==> config.mk <==
export PLATFORM = sky130hd
export DESIGN_NAME = tdm_sel_sequencer
export DESIGN_NICKNAME = d
export VERILOG_FILES = /design/src/rtl/tdm_sel_sequencer.sv
export SDC_FILE = /design/constraint.sdc
export NUM_CORES = 1
export LEC_CHECK = 0
export CAP_MARGIN = 10
export CELL_PAD_IN_SITES_DETAIL_PLACEMENT = 0
export CELL_PAD_IN_SITES_GLOBAL_PLACEMENT = 1
export CORE_ASPECT_RATIO = 0.75
export CORE_UTILIZATION = 40
export CTS_CLUSTER_DIAMETER = 150
export CTS_CLUSTER_SIZE = 10
export DETAILED_ROUTE_END_ITERATION = 10
export GPL_TIMING_DRIVEN = 0
export PLACE_DENSITY_LB_ADDON = 0.1
export SYNTH_ARGS = -nofsm -noshare
export SYNTH_HDL_FRONTEND = slang
export SYNTH_SLANG_ARGS = --single-unit
export TNS_END_PERCENT = 50
==> constraint.sdc <==
create_clock -name clk -period 2 [get_ports clk]
set_input_delay 0.5 -clock clk [delete_from_list [all_inputs] [get_ports clk]]
set_output_delay 0.5 -clock clk [all_outputs]
set_load 0.03 [all_outputs]
==> src/rtl/tdm_sel_sequencer.sv <==
// Round-robin TDM select generator for the 4:1 mux / 1:4 demux link, with slot/frame strobes.
// Build option: define SEL_GRAY_EN to scan channels in Gray order (0,1,3,2) instead of binary.
module tdm_sel_sequencer #(
    parameter int unsigned NCH   = 4,
    parameter int unsigned SEL_W = 2,
    parameter int unsigned DWELL = 4
) (
    input  logic             clk,
    input  logic             rst,
    input  logic             en,
    input  logic [NCH-1:0]   ch_mask,
    output logic [SEL_W-1:0] s,
    output logic             slot_valid,
    output logic             slot_end,
    output logic             frame_start,
    output logic             busy
);

    localparam int unsigned CNT_W     = 8;
    localparam int unsigned POS_W     = SEL_W + 1;
    localparam logic        ONE_DWELL = (DWELL == 1);

    typedef enum logic {
        IDLE,
        SCAN
    } state_t;

    state_t             state, state_n;
    logic [CNT_W-1:0]   dwell_cnt, dwell_cnt_n;
    logic [NCH-1:0]     mask_q, mask_n;
    logic [SEL_W-1:0]   s_n;
    logic               slot_valid_n, slot_end_n, frame_start_n, busy_n;
    logic [POS_W-1:0]   first_hit, next_hit;
    logic               last_dwell;

    // Channel occupying a given scan position.
    function automatic logic [SEL_W-1:0] ch_at(input logic [SEL_W-1:0] p);
`ifdef SEL_GRAY_EN
        return p ^ (p >> 1);
`else
        return p;
`endif
    endfunction

    // Scan position of a channel (inverse of ch_at).
    function automatic logic [SEL_W-1:0] pos_of(input logic [SEL_W-1:0] c);
`ifdef SEL_GRAY_EN
        logic [SEL_W-1:0] r;
        r = c;
        for (int i = 1; i < int'(SEL_W); i++) r = r ^ (c >> i);
        return r;
`else
        return c;
`endif
    endfunction

    // {found, channel} of the first enabled channel at scan position >= start.
    function automatic logic [POS_W-1:0] pick(input logic [NCH-1:0] m, input logic [POS_W-1:0] start);
        logic [POS_W-1:0] r;
        r = '0;
        for (int p = int'(NCH) - 1; p >= 0; p--) begin
            if (POS_W'(p) >= start && m[ch_at(SEL_W'(p))]) r = {1'b1, ch_at(SEL_W'(p))};
        end
        return r;
    endfunction

    assign first_hit  = pick(ch_mask, '0);
    assign next_hit   = pick(mask_q, POS_W'(pos_of(s)) + POS_W'(1));
    assign last_dwell = (dwell_cnt == CNT_W'(DWELL - 1));

    always_ff @(posedge clk) begin
        if (rst) begin
            state       <= IDLE;
            dwell_cnt   <= '0;
            mask_q      <= '0;
            s           <= '0;
            slot_valid  <= 1'b0;
            slot_end    <= 1'b0;
            frame_start <= 1'b0;
            busy        <= 1'b0;
        end else begin
            state       <= state_n;
            dwell_cnt   <= dwell_cnt_n;
            mask_q      <= mask_n;
            s           <= s_n;
            slot_valid  <= slot_valid_n;
            slot_end    <= slot_end_n;
            frame_start <= frame_start_n;
            busy        <= busy_n;
        end
    end

    // Next-state and registered-output logic; strobes default low.
    always_comb begin
        state_n       = state;
        dwell_cnt_n   = dwell_cnt;
        mask_n        = mask_q;
        s_n           = s;
        slot_valid_n  = slot_valid;
        busy_n        = busy;
        slot_end_n    = 1'b0;
        frame_start_n = 1'b0;

        case (state)
            IDLE: begin
                if (en && ch_mask != '0) begin
                    state_n       = SCAN;
                    mask_n        = ch_mask;
                    s_n           = first_hit[SEL_W-1:0];
                    dwell_cnt_n   = '0;
                    slot_valid_n  = 1'b1;
                    busy_n        = 1'b1;
                    frame_start_n = 1'b1;
                    slot_end_n    = ONE_DWELL;
                end
            end
            SCAN: begin
                if (last_dwell) begin
                    dwell_cnt_n = '0;
                    if (next_hit[SEL_W]) begin
                        s_n        = next_hit[SEL_W-1:0];
                        slot_end_n = ONE_DWELL;
                    end else if (en && ch_mask != '0) begin
                        // Frame boundary: resample the mask and restart the scan.
                        mask_n        = ch_mask;
                        s_n           = first_hit[SEL_W-1:0];
                        frame_start_n = 1'b1;
                        slot_end_n    = ONE_DWELL;
                    end else begin
                        state_n      = IDLE;
                        s_n          = '0;
                        slot_valid_n = 1'b0;
                        busy_n       = 1'b0;
                    end
                end else begin
                    dwell_cnt_n = dwell_cnt + CNT_W'(1);
                    slot_end_n  = ((dwell_cnt + CNT_W'(1)) == CNT_W'(DWELL - 1));
                end
            end
            default: state_n = IDLE;
        endcase
    end

endmodule

==> results of run 1 <==
-- routing by layer --
layer	routed length, microns	track usage (%)	up-vias	part of all wire, %
li1	-	-	484	-
met1	1220	27.7	428	56
met2	840	24.8	18	39
met3	90	5.97	5	4.1
met4	22	4.09	0	1.0
met5	0	0	-	0
-- worst max path at each step --
stage / to / from / slack [ns] / depth (start not counted)
detailed placement: s[1]$_SDFFE_PP0P_ / ch_mask[1] / -0.20 / 5
finish: slot_valid / busy$_SDFFE_PP0P_ / 0.07 / 2
floorplan: frame_start$_SDFF_PP0_ / ch_mask[0] / 0.44 / 4
global placement: frame_start$_SDFF_PP0_ / ch_mask[1] / -0.19 / 6
global route: slot_valid / busy$_SDFFE_PP0P_ / 0.009 / 2
CTS: slot_valid / busy$_SDFFE_PP0P_ / 0.05 / 2
-- Yosys cell counts (2+ instances only) --
master | n | area, sq um
sky130_fd_sc_hd__a211oi_1 | 2 | 15.0
sky130_fd_sc_hd__a21oi_1 | 8 | 40.0
sky130_fd_sc_hd__a22oi_1 | 3 | 22.5
sky130_fd_sc_hd__a311oi_1 | 5 | 43.8
sky130_fd_sc_hd__and3_1 | 2 | 12.5
sky130_fd_sc_hd__buf_4 | 3 | 22.5
sky130_fd_sc_hd__clkbuf_1 | 2 | 7.51
sky130_fd_sc_hd__dfxtp_1 | 17 | 340
sky130_fd_sc_hd__ha_1 | 2 | 25.0
sky130_fd_sc_hd__inv_1 | 3 | 11.3
sky130_fd_sc_hd__mux2i_1 | 3 | 30.0
sky130_fd_sc_hd__nand2_1 | 11 | 41.3
sky130_fd_sc_hd__nand2b_1 | 7 | 43.8
sky130_fd_sc_hd__nand3_1 | 4 | 20.0
sky130_fd_sc_hd__nor2_1 | 19 | 71.3
sky130_fd_sc_hd__nor2b_1 | 3 | 18.8
sky130_fd_sc_hd__nor3_1 | 2 | 10.0
sky130_fd_sc_hd__o21ai_0 | 6 | 30.0
sky130_fd_sc_hd__xor2_1 | 2 | 17.5
-- cells in the final DEF, fill, tap and decap left out, types with 2 or more instances in the layout --
master	instances
sky130_fd_sc_hd__o21ai_0	6
sky130_fd_sc_hd__a22oi_1	3
sky130_fd_sc_hd__buf_4	3
sky130_fd_sc_hd__nor2b_1	3
sky130_fd_sc_hd__xor2_1	2
sky130_fd_sc_hd__nand2b_1	7
sky130_fd_sc_hd__clkbuf_1	3
sky130_fd_sc_hd__a211oi_1	2
sky130_fd_sc_hd__nor2_4	2
sky130_fd_sc_hd__dfxtp_1	17
sky130_fd_sc_hd__nand2_1	11
sky130_fd_sc_hd__nor3_1	2
sky130_fd_sc_hd__nand3_1	4
sky130_fd_sc_hd__and3_1	2
sky130_fd_sc_hd__ha_1	2
sky130_fd_sc_hd__inv_1	3
sky130_fd_sc_hd__nor2_1	19
sky130_fd_sc_hd__clkdlybuf4s50_1	11
sky130_fd_sc_hd__a21oi_1	8
sky130_fd_sc_hd__clkbuf_4	3
sky130_fd_sc_hd__a311oi_1	5
sky130_fd_sc_hd__mux2i_1	3
-- critical path, delay by kind of cell (launching register included) --
family | cells | cell delay (ns)
buffers and inverters | 2 | 0.76
flip-flops | 1 | 0.37
-- layout make-up --
| type | count | area (sq um) |
|---|---|---|
| Buffer | 7 | 46.3 |
| Tap cell | 34 | 42.5 |
| Fill cell | 247 | 1150 |
| Clock buffer | 4 | 26.3 |
| Timing Repair Buffer | 12 | 119 |
| Inverter | 4 | 15.0 |
| Multi-Input combinational cell | 97 | 629 |
| Sequential cell | 17 | 340 |
-- sequential cells by signal (all words and copies together), names as in the netlist --
register	cells
dwell_cnt	8
mask_q	3
s	2
busy	1
frame_start	1
slot_end	1
state	1
-- what timing repair did --
action	CTS	global route
hold buffers	0	0
gates cloned	0	0
gates resized for setup	1	1
pin swaps	0	0
setup endpoints to repair	1	1
-- cell families (layout without fill, tap and decap cells) --
logic type,after synthesis,count (layout),share of synthesized area (%)
buffers and inverters,11,27,5.97
and+or+nand+nor,55,55,27.7
adders and majority gates,2,2,2.44
muxes,4,4,4.02
DFF,17,17,33.2
AOI/OAI and AO/OA,34,34,25.0
xor gates and xnor gates,2,2,1.71
-- power groups by stage --
stage | clock network [mW] | registers [mW] | logic (mW)
3_3_place_gp | 0 | 0.385 | 0.169
5_1_grt | 0.207 | 0.382 | 0.186
6_report | 0.186 | 0.378 | 0.168
3_5_place_dp | 0 | 0.386 | 0.168
2_1_floorplan | 0 | 0.395 | 0.0991
4_1_cts | 0.199 | 0.378 | 0.167
==> results by stage, run 1 <==
Status:
- The flow ran to the end, and the final reports show no timing, DRC or antenna violations.

Floorplanning:
- In this run the core area contains 15 standard-cell rows.
- The floorplan step defined a die boundary enclosing 2770 sq um.
- The initial cell density of the core is around 43%.
- The top-level port count is 13.
- The die span in x is 60.5 microns.
- The die is around 46 microns tall.
- The placeable core region is 2360 sq um.

Finish:
- Cells fill just over 50% of the core in the end.
- The antenna diode count is 0.
- Cells with a size suffix above 1 make up 10.6% of the layout.
- After the flow finishes, the layout carries non-filler instances totaling 175.
- The finished cells cover 1220 sq um.
- At the end of the flow, the number of nets in the layout was 151.
- The layout overhead on the synthesized area is 18.8%.

Worst hold path:
- The worst hold path belongs to the class flip-flop to flip-flop.
- Counting instances, the worst hold path has a depth of 2.
- The terminating pin of the worst hold path is mask_q[1]$_SDFFE_PP0P_.
- The hold path startpoint is mask_q[1]$_SDFFE_PP0P_.

Clock network:
- TritonCTS created 3 clock buffers.
- Once the clock tree was built, the setup fixing pass inserted 0 buffers.
- The number of sinks handled by clock tree synthesis is 17.
- The cell at the root of the clock tree is sky130_fd_sc_hd__clkbuf_4.
- The largest buffer count on any clock path is 2.
- After clock tree synthesis, the clock-pin slew on the worst setup and hold paths is 0.10 ns.
- The later pin in the worst-skew pair is clocked with a latency of 0.30 ns.
- CTS built an H-tree with a depth of 1.
- TritonCTS built the clock tree.

Synthesis:
- The number of enable-type register cells in the synthesized netlist is 0.
- The flip-flop and latch count after synthesis is 17.
- After synthesis, the mean cell area works out to 8.21 sq um.
- The synthesized netlist contains 40 unique library cells.
- The fraction of registers with async set or reset after synthesis is 0%.
- The synthesized netlist occupies a cell area of 1030 sq um.
- For this run, the leading register cell type out of synthesis is sky130_fd_sc_hd__dfxtp_1.
- The cell count after synthesis is 125.
- Synthesis produced a netlist with a net count of 134.
- The sequential element share of the synthesized area is between 30% and 40%.
- During synthesis, Yosys emitted a total of 0 warnings.

Route:
- In the final routed layout, each cell accounts on average for 12.4 microns.
- The pre-antenna-repair detailed-routing pass consisted of 4 iterations.
- The routed via count is ~940.
- Summed over all layers, the routed wires come to roughly 2200 microns.
- In the routed design, unresolved DRC markers number 0.
- The post-detailed-route via-to-cell ratio is ~5.3.
- The count of nets left with antenna violations once routing finished came out at 0.
- The DRC violation total after the first TritonRoute iteration is 21.

Placed design:
- Counting tap cells, the placed design contains a total of between 150 and 200 instances.
- The placer's final routability congestion estimate is 0.766.
- The pre-CTS worst setup slack is -0.204 ns.
- The wire-length estimate of the detail-placed layout is 1640 microns.
- Port buffering added 12 buffers.
- The placed cell area is 1190 sq um.

Timing:
- The worst pin sits at a relative slew slack of 68.8%.
- The worst hold slack is 0.493 ns.
- The final number of hold-violating endpoints was 0.
- The time the worst path needs with I/O delays and setup is 1.93 ns.
- The max-slew violation count was 0.
- Setup repair after global routing left no endpoint under its margin.
- For this run, the top clock speed supported by timing is 519 MHz.
- The worst-margin pin slew is ~0.47 ns.
- The worst clock skew is around 0.0037 ns.
- The final critical path takes up between 90 and 100% of the cycle.
- The setup-violating endpoint count in the final report is 0.
- Setup slack closes at 0.0720 ns.
- For the final routed database, the setup TNS stands at 0 ns.

Worst setup path:
- The type of the worst setup path is flip-flop to output port.
- STA classifies the critical path startpoint as a flip-flop.
- The slowest stage of the critical path belongs to the cell sky130_fd_sc_hd__clkdlybuf4s50_1.
- Setup slack on the worst reg-to-reg path comes out at 0.38 ns.
- Data on the critical path arrives at its endpoint at 1.43 ns.
- Traced cell by cell, the critical path runs through buf_4 -> clkdlybuf4s50_1.
- The worst reg2reg path depth is 6.
- The worst setup path is captured at an output port.
- For the worst setup path, the data required time is 1.50 ns.
- In this run the critical register-to-register path is launched from dwell_cnt[1]$_SDFFE_PP0P_.
- The maximum cell stage delay along the critical path is 0.65 ns.
- The largest fanout of any net on the critical path is 3.
- The endpoint identified for the worst register-to-register timing path is dwell_cnt[6]$_SDFFE_PP0P_.

Pwr:
- The internal power of the cells totals 508 uW.
- The clock share of power is 25.5%.
- The switching fraction of total power is 30.6%.
- For this design the ratio of total power to cell area is ~600 nW/um^2.
- The switching component of the power is 224 uW.
- The peak supply drop is around 0.00033 V.
- The completed layout was analyzed and its total power is ~730 uW.
- The sequential cell fraction of total power is 51.6%.
- Combinational cells account for 22.9% of the total power.
- The analysis attributes to cell leakage a power of roughly 0.45 nW.

Global routing:
- The number of global-route vias before repair is 771.
- The first-pass GRT wire length is 3670 microns.
- In the global route stage, overall resource usage came out at 18.4%.
- After global routing the overflow that remains totals 0.
- The largest net degree at the start of global routing is 11.
- The number of antenna violations at the first check in global routing is 0.

Run:
- Across the run, the number of max-cap violations was 0.
(Power assumes the default switching activity.)
==> run 2, diff against run 1 <==
CORE_UTILIZATION = 41   (was 40)
clock period = 2.5 ns   (was 2 ns; I/O delays follow)
==> run 2 against run 1 <==
Wire length grew 5.6%. Utilization grew 0.72 points. First-iteration DRC count grew to 2.6 times the previous value. Total power shrank 19%. Combinational power shrank 18%. Largest cell class unchanged.
==> results by stage, run 2 (same netlist as run 1, synthesis figures left out) <==
Status:
- The run finished with clean final reports.

Timing:
- Measured against its own limit, the worst slew margin works out to 67.7%.
- The max-slew violation count was 0.
- The achievable clock frequency is 477 MHz.
- The least setup slack across all paths after layout is 0.403 ns.
- The time the worst path needs with I/O delays and setup is 2.10 ns.
- The worst-margin pin slew is between 0.4 and 0.5 ns.
- The final number of hold-violating endpoints came to 0.
- The worst hold slack is roughly 0.53 ns.
- Setup violations remaining at the end of the flow were counted as 0.
- Setup repair after global routing left no endpoint under its margin.
- The part of the cycle the worst path needs is 83.9%.
- On the final layout, the worst clock skew is 0.0138 ns.
- The final setup TNS is 0 ns.

Worst setup path:
- The cell family with the largest share of critical-path delay is buffers and inverters.
- For this run, the slowest stage of the critical path takes approximately 0.72 ns.
- Data arrives at the worst endpoint at between 1 and 1.5 ns.
- The nature of the critical path endpoint is an output port.
- For flop-to-flop paths, the worst setup slack is 0.80 ns.
- The slowest stage of the critical path belongs to the cell sky130_fd_sc_hd__clkdlybuf4s50_1.
- Along the worst path, the maximum fanout reaches 8.
- The required time at the worst-slack endpoint is 1.88 ns.
- The type of the worst setup path is flip-flop to output port.
- The sum of buffers and inverters on the critical path is 1.
- The type of origin of the critical path is a flip-flop.
- Walking the worst path, the cells encountered are clkdlybuf4s50_1.

Clock network:
- TritonCTS built the clock tree.
- The number of CTS-inserted buffers is 3.
- Once the clock tree was built, the setup fixing pass inserted 0 buffers.
- The number of sinks handled by clock tree synthesis is 17.
- The cell at the root of the clock tree is sky130_fd_sc_hd__clkbuf_4.
- The clock slew seen by the registers of the worst setup and hold paths is 0.11 ns.
- The count of instances resized after the clock tree is built is 0.
- The H-tree depth is 1.
- The quantity of hold-fixing buffers added after cts is 0.
- For the worst-skew pair, the clock arrives at the later sink with an insertion delay of 0.31 ns.
- The largest buffer count on any clock path is 2.

Floorplanning:
- The die span in x is 59.8 microns.
- 13 I/O pins were placed.
- The floorplan step defined a die boundary enclosing 2710 sq um.
- The initial utilization of the core area, before any placement, comes to 44.1%.
- After floorplanning, the core was sized to cover 2330 sq um.
- In this run the core area contains 15 standard-cell rows.
- The floorplan step set the die height to between 40 and 50 microns.

Finish:
- The leading cell type in the layout, fill and taps excluded is sky130_fd_sc_hd__nor2_1.
- In the layout the commonest cells are sky130_fd_sc_hd__nor2_1 (19), sky130_fd_sc_hd__dfxtp_1 (17), sky130_fd_sc_hd__clkdlybuf4s50_1 (12).
- More flip-flops sit in one register than any other, and that register is dwell_cnt.
- Cells with a size suffix above 1 make up 11.3% of the layout.
- Measured on the finished design, the core utilization comes to 52.3%.
- Relative to the synthesized area, the layout overhead comes to 18.5%.
- The register with the most flip-flops in the layout has 8 of them.
- For this run, the post-layout net count is between 150 and 200.
- In the final layout, the registers with the most flip-flops are dwell_cnt: 8 flops, mask_q: 3 flops, s: 2 flops.
- The antenna diode count is 0.

Global routing:
- The first global-routing pass estimated between 3000 and 4000 microns of wire.
- For this run the aggregate overflow at the end of global routing stands at 0.
- The number of antenna violations at the first check in global routing is 0.
- The number of global-route vias before repair came to 785.
- The largest net degree at the start of global routing is 11.
- Global routing used 18.9% of the available tracks across all layers.

Pwr:
- In this run the power density over the cells is between 400 and 500 nW/um^2.
- For this design the static power due to leakage is 0.447 nW.
- Across the VDD grid, the largest voltage drop is 0.000278 V.

Route:
- The routed via count is 947.
- After detailed routing, the average wire length per cell comes to 13.1 microns.
- The remaining design rule violation count is 0.
- The final layout contains routed wiring with a total length of 2300 microns.
- The detail route stage leaves a number of antenna-violating nets equal to 0.
- The number of optimization iterations in the first detailed-route pass is 4.
- Using the TritonRoute via totals, the vias-per-cell ratio works out to 5.41.
- The DRC violation total after the first TritonRoute iteration is 55.

Placed design:
- At the end of routability-driven placement, the weighted congestion stood at 0.777.
- Input and output buffers added on the ports amount to 12.
- OpenSTA, run right after detailed placement, puts the worst setup slack at between 0.15 and 0.2 ns.
- The half-perimeter wire length after detailed placement is roughly 1700 microns.

Worst hold path:
- The class of the worst hold path is flip-flop to flip-flop.

Run:
- Across the run, the number of max-cap violations was 0.
==> run 2: cell types whose count changed in the layout (fill, tap and decap cells not counted), sizes merged <==
cell	before	now
dlygate4sd2	1	0
clkdlybuf4s50	11	12
clkbuf	6	5
clkinv	0	1
==> run 2: layout make-up <==
class	instances	area [sq um]
clock buffer	3	22.5
clock inverter	1	5.00
buffer	7	46.3
fill	259	1110
inverter	4	15.0
multi-input combinational	97	624
tap	34	42.5
sequential	17	340
timing repair buffer	12	120
==> run 2: per-layer routing <==
metal / global-route usage (%) / share of wire, % / vias up / wire [microns]
li1: - / - / 480 / -
met1: 29.5 / 56 / 442 / 1290
met2: 26.0 / 39 / 21 / 903
met3: 5.16 / 4.3 / 4 / 98
met4: 2.79 / 0.52 / 0 / 12
met5: 0 / 0 / - / 0
==> run 2: worst reg2reg max path: stages, from the launching register on <==
cell and delay (ns):
sky130_fd_sc_hd__dfxtp_1 0.46, sky130_fd_sc_hd__ha_1 0.38, sky130_fd_sc_hd__nand3_1 0.19, sky130_fd_sc_hd__nor2_1 0.17, sky130_fd_sc_hd__xor2_1 0.10, sky130_fd_sc_hd__nor4_1 0.28
==> run 2: where the power goes <==
part / leakage (nW) / switching (mW) / total [mW] / internal [mW]
sequential: 0.139 / 0.0184 / 0.303 / 0.284
clock: 0.0177 / 0.0944 / 0.154 / 0.0597
combinational: 0.291 / 0.0762 / 0.137 / 0.0604
==> run 2: final timing paths <==
check,startpoint,endpoint,cells past startpoint
worst max-delay path,s[1]$_SDFFE_PP0P_,s[1],1
worst min-delay path,mask_q[1]$_SDFFE_PP0P_,mask_q[1]$_SDFFE_PP0P_,2
worst max register to register,dwell_cnt[1]$_SDFFE_PP0P_,slot_end$_SDFF_PP0_,5
worst min register to register,mask_q[1]$_SDFFE_PP0P_,mask_q[1]$_SDFFE_PP0P_,2
==> run 2: metrics by stage <==
stage / cell area [sq um] / power [mW] / cells
finish: 1220 / 0.593 / 175
global route: 1220 / 0.627 / 175
CTS: 1220 / 0.598 / 175
detailed placement: 1190 / 0.445 / 171
global placement: 1190 / 0.442 / 171
floorplan: 1030 / 0.395 / 125
==> run 3, diff against run 2 <==
CORE_UTILIZATION = 40   (was 41)
clock period = 2.15 ns   (was 2.5 ns; I/O delays follow)
==> run 3 against run 2 <==
Design area down 0.10%. Critical path depth stayed put. Wire length down 5.7%. Critical endpoint unchanged. Die area grew 2.4%. Largest cell class unchanged. Total power increased by 14%. Critical path type unchanged. Sequential power up 16%. Sequential share of layout area hardly changed. Register-to-register slack worse by 0.29 ns. Global-route usage down 0.57 points.
==> results by stage, run 3 (same netlist as run 1, synthesis figures left out) <==
Timing:
- The least setup slack across all paths after layout is 0.122 ns.
- Setup violations remaining at the end of the flow were counted as 0.
- The time the worst path needs with I/O delays and setup is 2.03 ns.
- Static timing analysis puts the maximum clock frequency at 493 MHz.
- The worst slew margin relative to its limit is 69.4%.
- Hold timing on the final database bottoms out at a slack of 0.492 ns.
- The part of the cycle the worst path needs is about 94%.
- Setup repair after global routing left no endpoint under its margin.
- The worst clock skew is 0.00258 ns.
- The worst-margin pin slew is roughly 0.46 ns.
- The max-slew violation count was 0.
- The final number of hold-violating endpoints was 0.

Run:
- The max-capacitance violation count is 0.

Global routing:
- The first global-routing pass estimated between 3000 and 4000 microns of wire.
- The number of antenna violations at the first check in global routing came to 0.
- Entering global routing, the biggest net connects 11 pins.
- The aggregate global routing overflow is 0.
- The number of global-route vias before repair is 771.
- For this run, the total global-route usage over all layers was measured as between 10% and 20%.

Finish:
- Cells with a size suffix above 1 make up 10.6% of the layout.
- The layout overhead on the synthesized area is 18.4%.
- The cell area after layout is 1210 sq um.
- In the final design database the tool counted 151 nets.
- The register with the most flip-flops in the layout has 8 of them.
- The library cell used most frequently in the layout, excluding fill and tap cells, is sky130_fd_sc_hd__nor2_1.
- The largest registers in the layout are dwell_cnt: 8 flops, mask_q: 3 flops, s: 2 flops.
- The antenna diode count is 0.
- In the layout the commonest cells are sky130_fd_sc_hd__nor2_1 (19), sky130_fd_sc_hd__dfxtp_1 (17), sky130_fd_sc_hd__clkdlybuf4s50_1 (12).
- The largest register by flop count is dwell_cnt.
- The core utilization of the finished layout is 51.4%.

Worst setup path:
- The largest individual stage delay along the critical path comes from the cell sky130_fd_sc_hd__clkdlybuf4s50_1.
- The worst setup path is of the flip-flop to output port kind.
- The maximum cell stage delay along the critical path is 0.72 ns.
- STA classifies the critical path endpoint as an output port.
- The cell family with the largest share of critical-path delay is buffers and inverters.
- The number of buffers and inverters on the critical path is 1.
- The critical path goes through clkdlybuf4s50_1.
- The number of cells on the worst reg-to-reg path is 6.
- The worst register-to-register path ends at dwell_cnt[6]$_SDFFE_PP0P_.
- In this run the worst path has a maximum fanout of 8.
- The beginning of the worst register-to-register path is dwell_cnt[1]$_SDFFE_PP0P_.
- The worst setup path is launched from a flip-flop.
- The critical path data arrival time is about 1.5 ns.
- The required time at the worst-slack endpoint is 1.61 ns.
- Setup slack on the worst reg-to-reg path comes out at 0.51 ns.

Clock network:
- The number of CTS-inserted buffers is 3.
- In this run the number of H-tree levels came out at 1.
- Clock tree synthesis found a total of 17 sinks.
- After clock tree synthesis, the clock-pin slew on the worst setup and hold paths is around 0.09 ns.
- TritonCTS built the clock tree.
- Buffers added to address setup during post-CTS repair amount to 0.
- The clock passes through at most 2 buffers.
- The quantity of hold-fixing buffers added after cts is 0.
- In this run the clock root is driven by a sky130_fd_sc_hd__clkbuf_4.
- The count of instances resized after the clock tree is built is 0.
- At the later pin of the worst-skew pair, clock insertion delay measures between 0.2 and 0.3 ns.

Pwr:
- The peak supply drop is 0.000308 V.
- For this design the static power due to leakage is 0.444 nW.
- The power per cell area is 559 nW/um^2.

Placed design:
- The placed cell area is 1190 sq um.
- The pre-CTS worst setup slack is -0.0914 ns.
- The congestion estimate from routability-driven global placement came to 0.766.
- The half-perimeter wire length after detailed placement is 1640 microns.
- During placement, the flow inserted port buffers numbering 12.

Worst hold path:
- Counting instances, the worst hold path has a depth of 2.
- The tightest min-delay check is of the flip-flop to flip-flop type.
- The terminating pin of the worst hold path is mask_q[1]$_SDFFE_PP0P_.
- In this run the most critical hold path is launched from mask_q[1]$_SDFFE_PP0P_.

Route:
- The number of optimization iterations in the first detailed-route pass is 4.
- The detailed router finished its first iteration with 30 violations.
- The final route contains around 950 vias.
- After detailed routing, the number of vias per cell comes to roughly 5.4.
- For this run, design rule violations remaining after detail routing come to 0.
- Once detail routing completed, the nets flagged for antenna violations numbered 0.
- The routed wire length per instance is 12.4 microns.
- The total routed wirelength is 2170 microns.

Floorplanning:
- The region available for standard cell placement spans 2360 sq um.
- The die is 45.9 microns tall.
- The initial utilization of the core area, before any placement, comes to 43.4%.
- In this run the count of I/O pins placed on the die edge is 13.
- The floorplan step defined a die boundary enclosing approximately 2800 sq um.
- The die span in x is slightly above 60 microns.
- The row count is 15.

Status:
- The run finished with clean final reports.
## run 3: through the flow
step / cells / power, mW / setup TNS [ns]
finish: 175 / 0.679 / 0
global route: 175 / 0.721 / 0
CTS: 175 / 0.693 / 0
detailed placement: 171 / 0.515 / -0.439
global placement: 171 / 0.515 / -0.360
floorplan: 125 / 0.460 / 0
## run 3: worst max-delay path by stage
stage                             end              start  slack, ns  depth (start not counted)
2_1_floorplan  frame_start$_SDFF_PP0_         ch_mask[0]       0.55                          4
3_3_place_gp   frame_start$_SDFF_PP0_         ch_mask[1]      -0.08                          6
3_5_place_dp        s[1]$_SDFFE_PP0P_         ch_mask[1]      -0.09                          5
4_1_cts                          s[1]  s[1]$_SDFFE_PP0P_        0.1                          1
5_1_grt                          s[1]  s[1]$_SDFFE_PP0P_       0.06                          1
6_report                         s[1]  s[1]$_SDFFE_PP0P_       0.12                          1
## run 3: metal layers
metal,up-vias,global-route usage (%),wire (microns)
met4,0,4.09,22
met5,-,0,0
met3,5,5.97,103
met1,438,27.7,1200
li1,481,-,-
met2,22,24.8,845
## run 3: where the power goes
part	switching, mW	total, mW	internal [mW]
Sequential	0.0209	0.351	0.330
Combinational	0.0858	0.156	0.0703
Clock	0.0998	0.172	0.0723
Total	0.206	0.679	0.473
## run 3: area by class of cell
| type | instances | area (sq um) |
|---|---|---|
| Buffer | 7 | 46.3 |
| Inverter | 4 | 15.0 |
| Clock buffer | 4 | 26.3 |
| Fill cell | 245 | 1150 |
| Timing Repair Buffer | 12 | 120 |
| Tap cell | 34 | 42.5 |
| Sequential cell | 17 | 340 |
| Multi-Input combinational cell | 97 | 624 |
